`src/rtl/axis_tx_pkg.sv`:
```
// Shared types and sizing helpers for the axis_vec_tx operand transmitter.
// Optional build macro: AXIS_VEC_TX_UNDERRUN_CNT_EN (underrun counter width lives here).
package axis_tx_pkg;

    typedef enum logic [1:0] {
        TX_IDLE,
        TX_SEND,
        TX_DONE
    } tx_state_t;

    localparam int unsigned UCNT_W = 16;
    localparam logic [UCNT_W-1:0] UCNT_MAX = '1;

    // Address width of a FIFO with the given power-of-two depth.
    function automatic int unsigned ptr_w(input int unsigned depth);
        return $clog2(depth);
    endfunction

endpackage

```
`src/rtl/sync_fifo.sv`:
```
// Synchronous show-ahead FIFO. Read data is the current head, no write-to-read
// bypass; a write and a pop in the same cycle are both honoured even when full.
module sync_fifo
    import axis_tx_pkg::*;
#(
    parameter  int unsigned DATA_W = 8,
    parameter  int unsigned DEPTH  = 16,
    localparam int unsigned PTR_W  = ptr_w(DEPTH)
) (
    input  logic              clk,
    input  logic              reset,
    input  logic              wr_en,
    input  logic [DATA_W-1:0] wr_data,
    input  logic              rd_en,
    output logic [DATA_W-1:0] rdata,
    output logic              full,
    output logic              empty,
    output logic [PTR_W:0]    level
);

    localparam logic [PTR_W:0] FULL_LVL = (PTR_W + 1)'(DEPTH);

    logic [DATA_W-1:0] mem_q [DEPTH];
    logic [PTR_W:0]    wr_cnt_q;
    logic [PTR_W:0]    rd_cnt_q;
    logic              wr_ok;
    logic              rd_ok;

    // Counters carry an extra MSB so full and empty are distinguishable.
    assign level = wr_cnt_q - rd_cnt_q;
    assign empty = (level == '0);
    assign full  = (level == FULL_LVL);
    assign rd_ok = rd_en && !empty;
    assign wr_ok = wr_en && (!full || rd_ok);
    assign rdata = mem_q[rd_cnt_q[PTR_W-1:0]];

    // Storage array write port.
    // NOTE: the data array has no reset; only the pointers define what is valid,
    // and leaving it unreset lets it map onto plain RAM.
    always_ff @(posedge clk) begin
        if (wr_ok) begin
            mem_q[wr_cnt_q[PTR_W-1:0]] <= wr_data;
        end
    end

    // Write and read pointer advance.
    // NOTE: state is updated with non-blocking assignments so every flop samples
    // pre-edge values regardless of statement order.
    always_ff @(posedge clk or posedge reset) begin
        if (reset) begin
            wr_cnt_q <= '0;
            rd_cnt_q <= '0;
        end else begin
            if (wr_ok) wr_cnt_q <= wr_cnt_q + 1'b1;
            if (rd_ok) rd_cnt_q <= rd_cnt_q + 1'b1;
        end
    end

endmodule

```
`src/rtl/axis_vec_tx.sv`:
```
// AXI-Stream vector transmitter: a FIFO is filled from the host side, then a
// start/len command emits exactly len beats with TLAST on the final one.
// Optional build macro: AXIS_VEC_TX_UNDERRUN_CNT_EN adds underrun_cnt[15:0].
module axis_vec_tx
    import axis_tx_pkg::*;
#(
    parameter  int unsigned DATA_W = 8,
    parameter  int unsigned DEPTH  = 16,
    parameter  int unsigned LEN_W  = 8,
    localparam int unsigned LVL_W  = ptr_w(DEPTH) + 1
) (
    input  logic              clk,
    input  logic              reset,
    input  logic              wr_en,
    input  logic [DATA_W-1:0] wr_data,
    output logic              wr_full,
    output logic [LVL_W-1:0]  level,
    output logic              ovf,
    input  logic              start,
    input  logic [LEN_W-1:0]  len,
    output logic              busy,
    output logic              done,
    output logic [DATA_W-1:0] m_TDATA,
    output logic              m_TVALID,
    output logic              m_TLAST,
    input  logic              m_TREADY
`ifdef AXIS_VEC_TX_UNDERRUN_CNT_EN
    ,
    output logic [UCNT_W-1:0] underrun_cnt
`endif
);

    tx_state_t         state_q, state_d;
    logic [LEN_W-1:0]  rem_q, rem_d;
    logic [DATA_W-1:0] tdata_q, tdata_d;
    logic              tvalid_q, tvalid_d;
    logic              tlast_q, tlast_d;
    logic              ovf_q, ovf_d;

    logic [DATA_W-1:0] fifo_rdata;
    logic              fifo_empty;
    logic              fifo_full;
    logic              in_send;
    logic              slot_free;
    logic              load;

    sync_fifo #(
        .DATA_W (DATA_W),
        .DEPTH  (DEPTH)
    ) u_fifo (
        .clk     (clk),
        .reset   (reset),
        .wr_en   (wr_en),
        .wr_data (wr_data),
        .rd_en   (load),
        .rdata   (fifo_rdata),
        .full    (fifo_full),
        .empty   (fifo_empty),
        .level   (level)
    );

    // The output slot can take a new word when it is empty or being drained.
    assign in_send   = (state_q == TX_SEND);
    assign slot_free = !tvalid_q || m_TREADY;
    assign load      = in_send && slot_free && !fifo_empty && (rem_q != '0);

`ifdef AXIS_VEC_TX_UNDERRUN_CNT_EN
    logic [UCNT_W-1:0] ucnt_q, ucnt_d;

    // Count cycles where the slot could accept a beat but the FIFO is dry.
    always_comb begin
        ucnt_d = ucnt_q;
        if (state_q == TX_IDLE && start && len != '0) begin
            ucnt_d = '0;
        end else if (in_send && rem_q != '0 && fifo_empty && slot_free && ucnt_q != UCNT_MAX) begin
            ucnt_d = ucnt_q + 1'b1;
        end
    end

    // Underrun counter register.
    always_ff @(posedge clk or posedge reset) begin
        if (reset) ucnt_q <= '0;
        else       ucnt_q <= ucnt_d;
    end

    assign underrun_cnt = ucnt_q;
`endif

    // Next-state, remaining count, output slot and overflow flag.
    // NOTE: every _d gets its hold value first so no path leaves it unassigned,
    // which would otherwise infer a latch.
    always_comb begin
        state_d  = state_q;
        rem_d    = rem_q;
        tdata_d  = tdata_q;
        tvalid_d = tvalid_q;
        tlast_d  = tlast_q;
        ovf_d    = ovf_q;

        case (state_q)
            TX_IDLE: begin
                if (start) begin
                    rem_d   = len;
                    state_d = (len == '0) ? TX_DONE : TX_SEND;
                end
            end
            TX_SEND: begin
                if (tvalid_q && m_TREADY && tlast_q) state_d = TX_DONE;
            end
            TX_DONE: state_d = TX_IDLE;
            default: state_d = TX_IDLE;
        endcase

        if (load) begin
            tdata_d  = fifo_rdata;
            tvalid_d = 1'b1;
            tlast_d  = (rem_q == LEN_W'(1));
            rem_d    = rem_q - LEN_W'(1);
        end else if (m_TREADY) begin
            tvalid_d = 1'b0;
            tlast_d  = 1'b0;
        end

        // A write to a full FIFO is only lost when no pop frees a slot.
        if (wr_en && fifo_full && !load) ovf_d = 1'b1;
    end

    // State and output registers; reset aborts any vector immediately.
    always_ff @(posedge clk or posedge reset) begin
        if (reset) begin
            state_q  <= TX_IDLE;
            rem_q    <= '0;
            tdata_q  <= '0;
            tvalid_q <= 1'b0;
            tlast_q  <= 1'b0;
            ovf_q    <= 1'b0;
        end else begin
            state_q  <= state_d;
            rem_q    <= rem_d;
            tdata_q  <= tdata_d;
            tvalid_q <= tvalid_d;
            tlast_q  <= tlast_d;
            ovf_q    <= ovf_d;
        end
    end

    assign busy     = in_send;
    assign done     = (state_q == TX_DONE);
    assign wr_full  = fifo_full;
    assign ovf      = ovf_q;
    assign m_TDATA  = tdata_q;
    assign m_TVALID = tvalid_q;
    assign m_TLAST  = tlast_q;

endmodule

```
`config.mk`:
```
export PLATFORM = sky130hd
export DESIGN_NAME = axis_vec_tx
export DESIGN_NICKNAME = d
export VERILOG_FILES = /design/src/rtl/axis_tx_pkg.sv /design/src/rtl/sync_fifo.sv /design/src/rtl/axis_vec_tx.sv
export SDC_FILE = /design/constraint.sdc
export NUM_CORES = 1
export LEC_CHECK = 0
export ABC_AREA = 1
export BUFFER_PORTS_ARGS = -buffer_cell sky130_fd_sc_hd__buf_2
export CAP_MARGIN = 25
export CORE_ASPECT_RATIO = 0.6
export CORE_MARGIN = 2
export CORE_UTILIZATION = 45
export CTS_CLUSTER_SIZE = 16
export DETAILED_ROUTE_END_ITERATION = 12
export MAX_ROUTING_LAYER = met4
export PLACE_DENSITY = 0.63
export SLEW_MARGIN = 20
export SYNTH_ARGS = -nofsm -noshare
export SYNTH_HDL_FRONTEND = slang
export SYNTH_HIERARCHICAL = 1
export SYNTH_SLANG_ARGS = --single-unit
```
`constraint.sdc`:
```
create_clock -name clk -period 4.2 [get_ports clk]
set_input_delay 0.42 -clock clk [delete_from_list [all_inputs] [get_ports clk]]
set_output_delay 0.42 -clock clk [all_outputs]
set_load 0.01 [all_outputs]
```
==> run_results.csv <==
group,metric,value,unit
timing,setup_viol,0,
placement,gp_congestion,0.910,
run,maxCapViolations,0,
placement,placed_cell_area,7470,um2
drt,wl_per_cell,20.1,um
final_layout,syn_to_final_growth,12.0,%
final_layout,layout_commonest_cell,"edfxtp_1",
cts,post-cts-setup-buffers,0,
floorplan,die-area,17000,um2
yosys,ys_ff_latch,159,
drt,vias_per_cell,5.63,
placement,place.detailed.hpwl,12400,um
cts,root_buffer,"clkbuf_16",
yosys,syn_area,7150,um2
critical_path,cpPeakStageDelay,0.64,ns
yosys,synth_top_cell_by_area,"edfxtp_1",
final_layout,final_nets,728,
final_layout,layout_common_cells,"128 x edfxtp_1, 125 x nand2_1, 110 x nor2_1, 75 x o21ai_0, 39 x buf_2",
critical_path,critPathBufInv,5,
timing,drv_slew,0,
cts,clkSinkCount,159,
drt,wl,18300,um
final_layout,antenna_cells,0,
floorplan,num_rows,35,
timing,max_freq,276,MHz
global_route,grt_pass1_vias,4783,
yosys,synth_cell_types,36,
floorplan,fp.dieW,167,um
global_route,grt_pass1_wl,28000,um
timing,maxSlewHeadroom,44.2,%
final_layout,seq_area,4620,um2
drt,drt_iter0_markers,652,
cts,numCtsBuffers,17,
status,status,"finished, final reports clean",
floorplan,die_y,102,um
placement,io_buffer_count,39,
critical_path,critPathRequiredTime,4.25,ns
floorplan,core-area,15500,um2
critical_path,critPathMaxFanout,21,
cts,cts_tree,"built",
global_route,grt-ovfl-total,0,
cts,postCtsHoldBufs,0,
final_layout,fill_cells,1343,
cts,cts.path.max_buffers,2,
yosys,avgSynthCellArea,10.8,um2
final_layout,drive_gt1_share,15.3,%
timing,fin_crit_sh,86.2,%
timing,rsz0062_at_grt,"no",
final_layout,fin_area,8010,um2
critical_path,critPathCaptureType,"flip-flop",
yosys,netlist.area_leader.share,53.7,%
power,pwr_density_cell,753,nW/um2
critical_path,path_cells,"inv_1 -> ha_1 -> inv_1 -> fa_1 -> nand3_1 -> nand3_1 -> nand2_2 -> inv_1 -> nand3_2 -> inv_1 -> nor2_2 -> nand2_2 -> nor2_4 -> inv_1 -> nand4_4 -> nand2_4 -> nor2_1",
power,vdd_drop_max,0.296,mV
critical_path,worstPathArrival,3.67,ns
yosys,ys_warn_count,6,
timing,tightestPinTransition,0.836,ns
cts,clk_pin_slew,0.07,ns
cts,clkLatencyLatePin,0.42,ns
power,total_power,6.04,mW
yosys,seq_area_frac_synth,64.6,%
critical_path,crit_path_start_kind,"flip-flop",
timing,final-hold-violation-count,0,
timing,skew,0.00983,ns
drt,ant_nets,0,
cts,ctsResizeCount,0,
timing,tns,0,ns
critical_path,crit_slowest_cell,"nor2_1",
drt,firstDrtPassIters,5,
critical_path,path_delay_family,"simple AND/OR/NAND/NOR gates",
timing,min_period,3.62,ns
global_route,grtUsageTotal,23.1,%
critical_path,reg2reg_slack,0.58,ns
global_route,grt_max_degree,69,
critical_path,cpMostUsedCell,"inv_1",
cts,h-tree-depth,4,
critical_path,path_class,"flip-flop to flip-flop",
power,leakagePower,3.07,nW
worst_hold_path,min-delay-path-class,"primary input to async pin",
floorplan,initial_core_util,46.3,%
final_layout,final_util,51.8,%
drt,vias,5133,
yosys,synth_cells,661,
drt,drc,0,
yosys,synth_area_leaders,"edfxtp_1 54%, dfrtp_1 11%, nand2_1 6.6%",
global_route,antenna_found_initial,0,
final_layout,multi_input_area,2230,um2
floorplan,ios,40,
yosys,syn-num-nets,694,
-- power by group --
part / internal [mW] / leakage, nW / total, mW / switching, mW
combinational: 0.750 / 1.28 / 2.46 / 1.71
clock: 0.765 / 0.252 / 1.42 / 0.660
sequential: 1.97 / 1.54 / 2.15 / 0.175
total: 3.49 / 3.07 / 6.04 / 2.55
-- layout make-up --
class,instances,share of cell area [%]
flip-flops and latches,159,57.7
multi-input cells,438,27.9
clock buffers,18,5.36
well taps,203,3.17
repair buffers,45,3.00
inverters,34,1.59
clock inverters,14,1.36
-- state kept, by name, summed over array words and instances (netlist names) --
name and cells:
state_q 2, m_TDATA 8, u_fifo/mem_q 128, rem_q 8, m_TLAST 1, u_fifo/wr_cnt_q 5, m_TVALID 1, u_fifo/rd_cnt_q 5
ovf 1
-- logic make-up (layout without fill, tap and decap cells) --
group / count (synthesis) / count (layout) / share of synthesized area, %
compound gates: 113 / 113 / 9.24
xor+xnor: 10 / 10 / 1.22
fa+ha+maj: 12 / 12 / 2.20
buf+inv: 64 / 111 / 4.22
flops: 159 / 159 / 64.6
simple gates: 303 / 303 / 18.5
-- metrics by stage --
step           hold WS, ns  setup WS [ns]  std cells
4_1_cts             0.0182          0.606        911
2_1_floorplan        0.260          0.580        661
3_5_place_dp         0.462          0.653        879
5_1_grt             0.0433          0.349        911
6_report            0.0114          0.578        911
3_3_place_gp         0.447          0.811        879
-- routing by layer --
metal | wire (um) | track usage [%] | share of wire [%]
met1 | 8480 | 33.2 | 46
met2 | 7590 | 31.5 | 41
met3 | 2070 | 7.58 | 11
met4 | 155 | 5.64 | 0.85
met5 | 0 | - | 0
-- cell usage after synthesis (all sizes together) --
library cell  count
edfxtp          128
nand2           141
nor2            119
fa                1
clkinv            2
xnor2             4
o22ai            16
o221ai            5
nand4             4
o211ai           11
a21oi             3
or2               1
nor4              1
ha               11
clkbuf           12
o21ai            77
xor2              6
inv              32
buf              18
nand3            37
dfrtp            31
o21bai            1
-- worst paths after layout --
kind                                                 from                        endpoint  cells past startpoint
setup / recovery           u_fifo/wr_cnt_q[0]$_DFFE_PP0P_    u_fifo/mem_q[9][5]$_DFFE_PP_                     17
hold / removal                                      reset  u_fifo/rd_cnt_q[1]$_DFFE_PP0P_                      2
setup reg to reg           u_fifo/wr_cnt_q[0]$_DFFE_PP0P_    u_fifo/mem_q[9][5]$_DFFE_PP_                     17
hold reg to reg                    m_TDATA[3]$_DFFE_PP0P_          m_TDATA[3]$_DFFE_PP0P_                      2
max in group asynchronous                           reset          m_TDATA[3]$_DFFE_PP0P_                      2
min in group clk                                 m_TREADY             m_TLAST$_DFFE_PP0P_                      4
No activity file was read; power rests on OpenSTA's default activity.
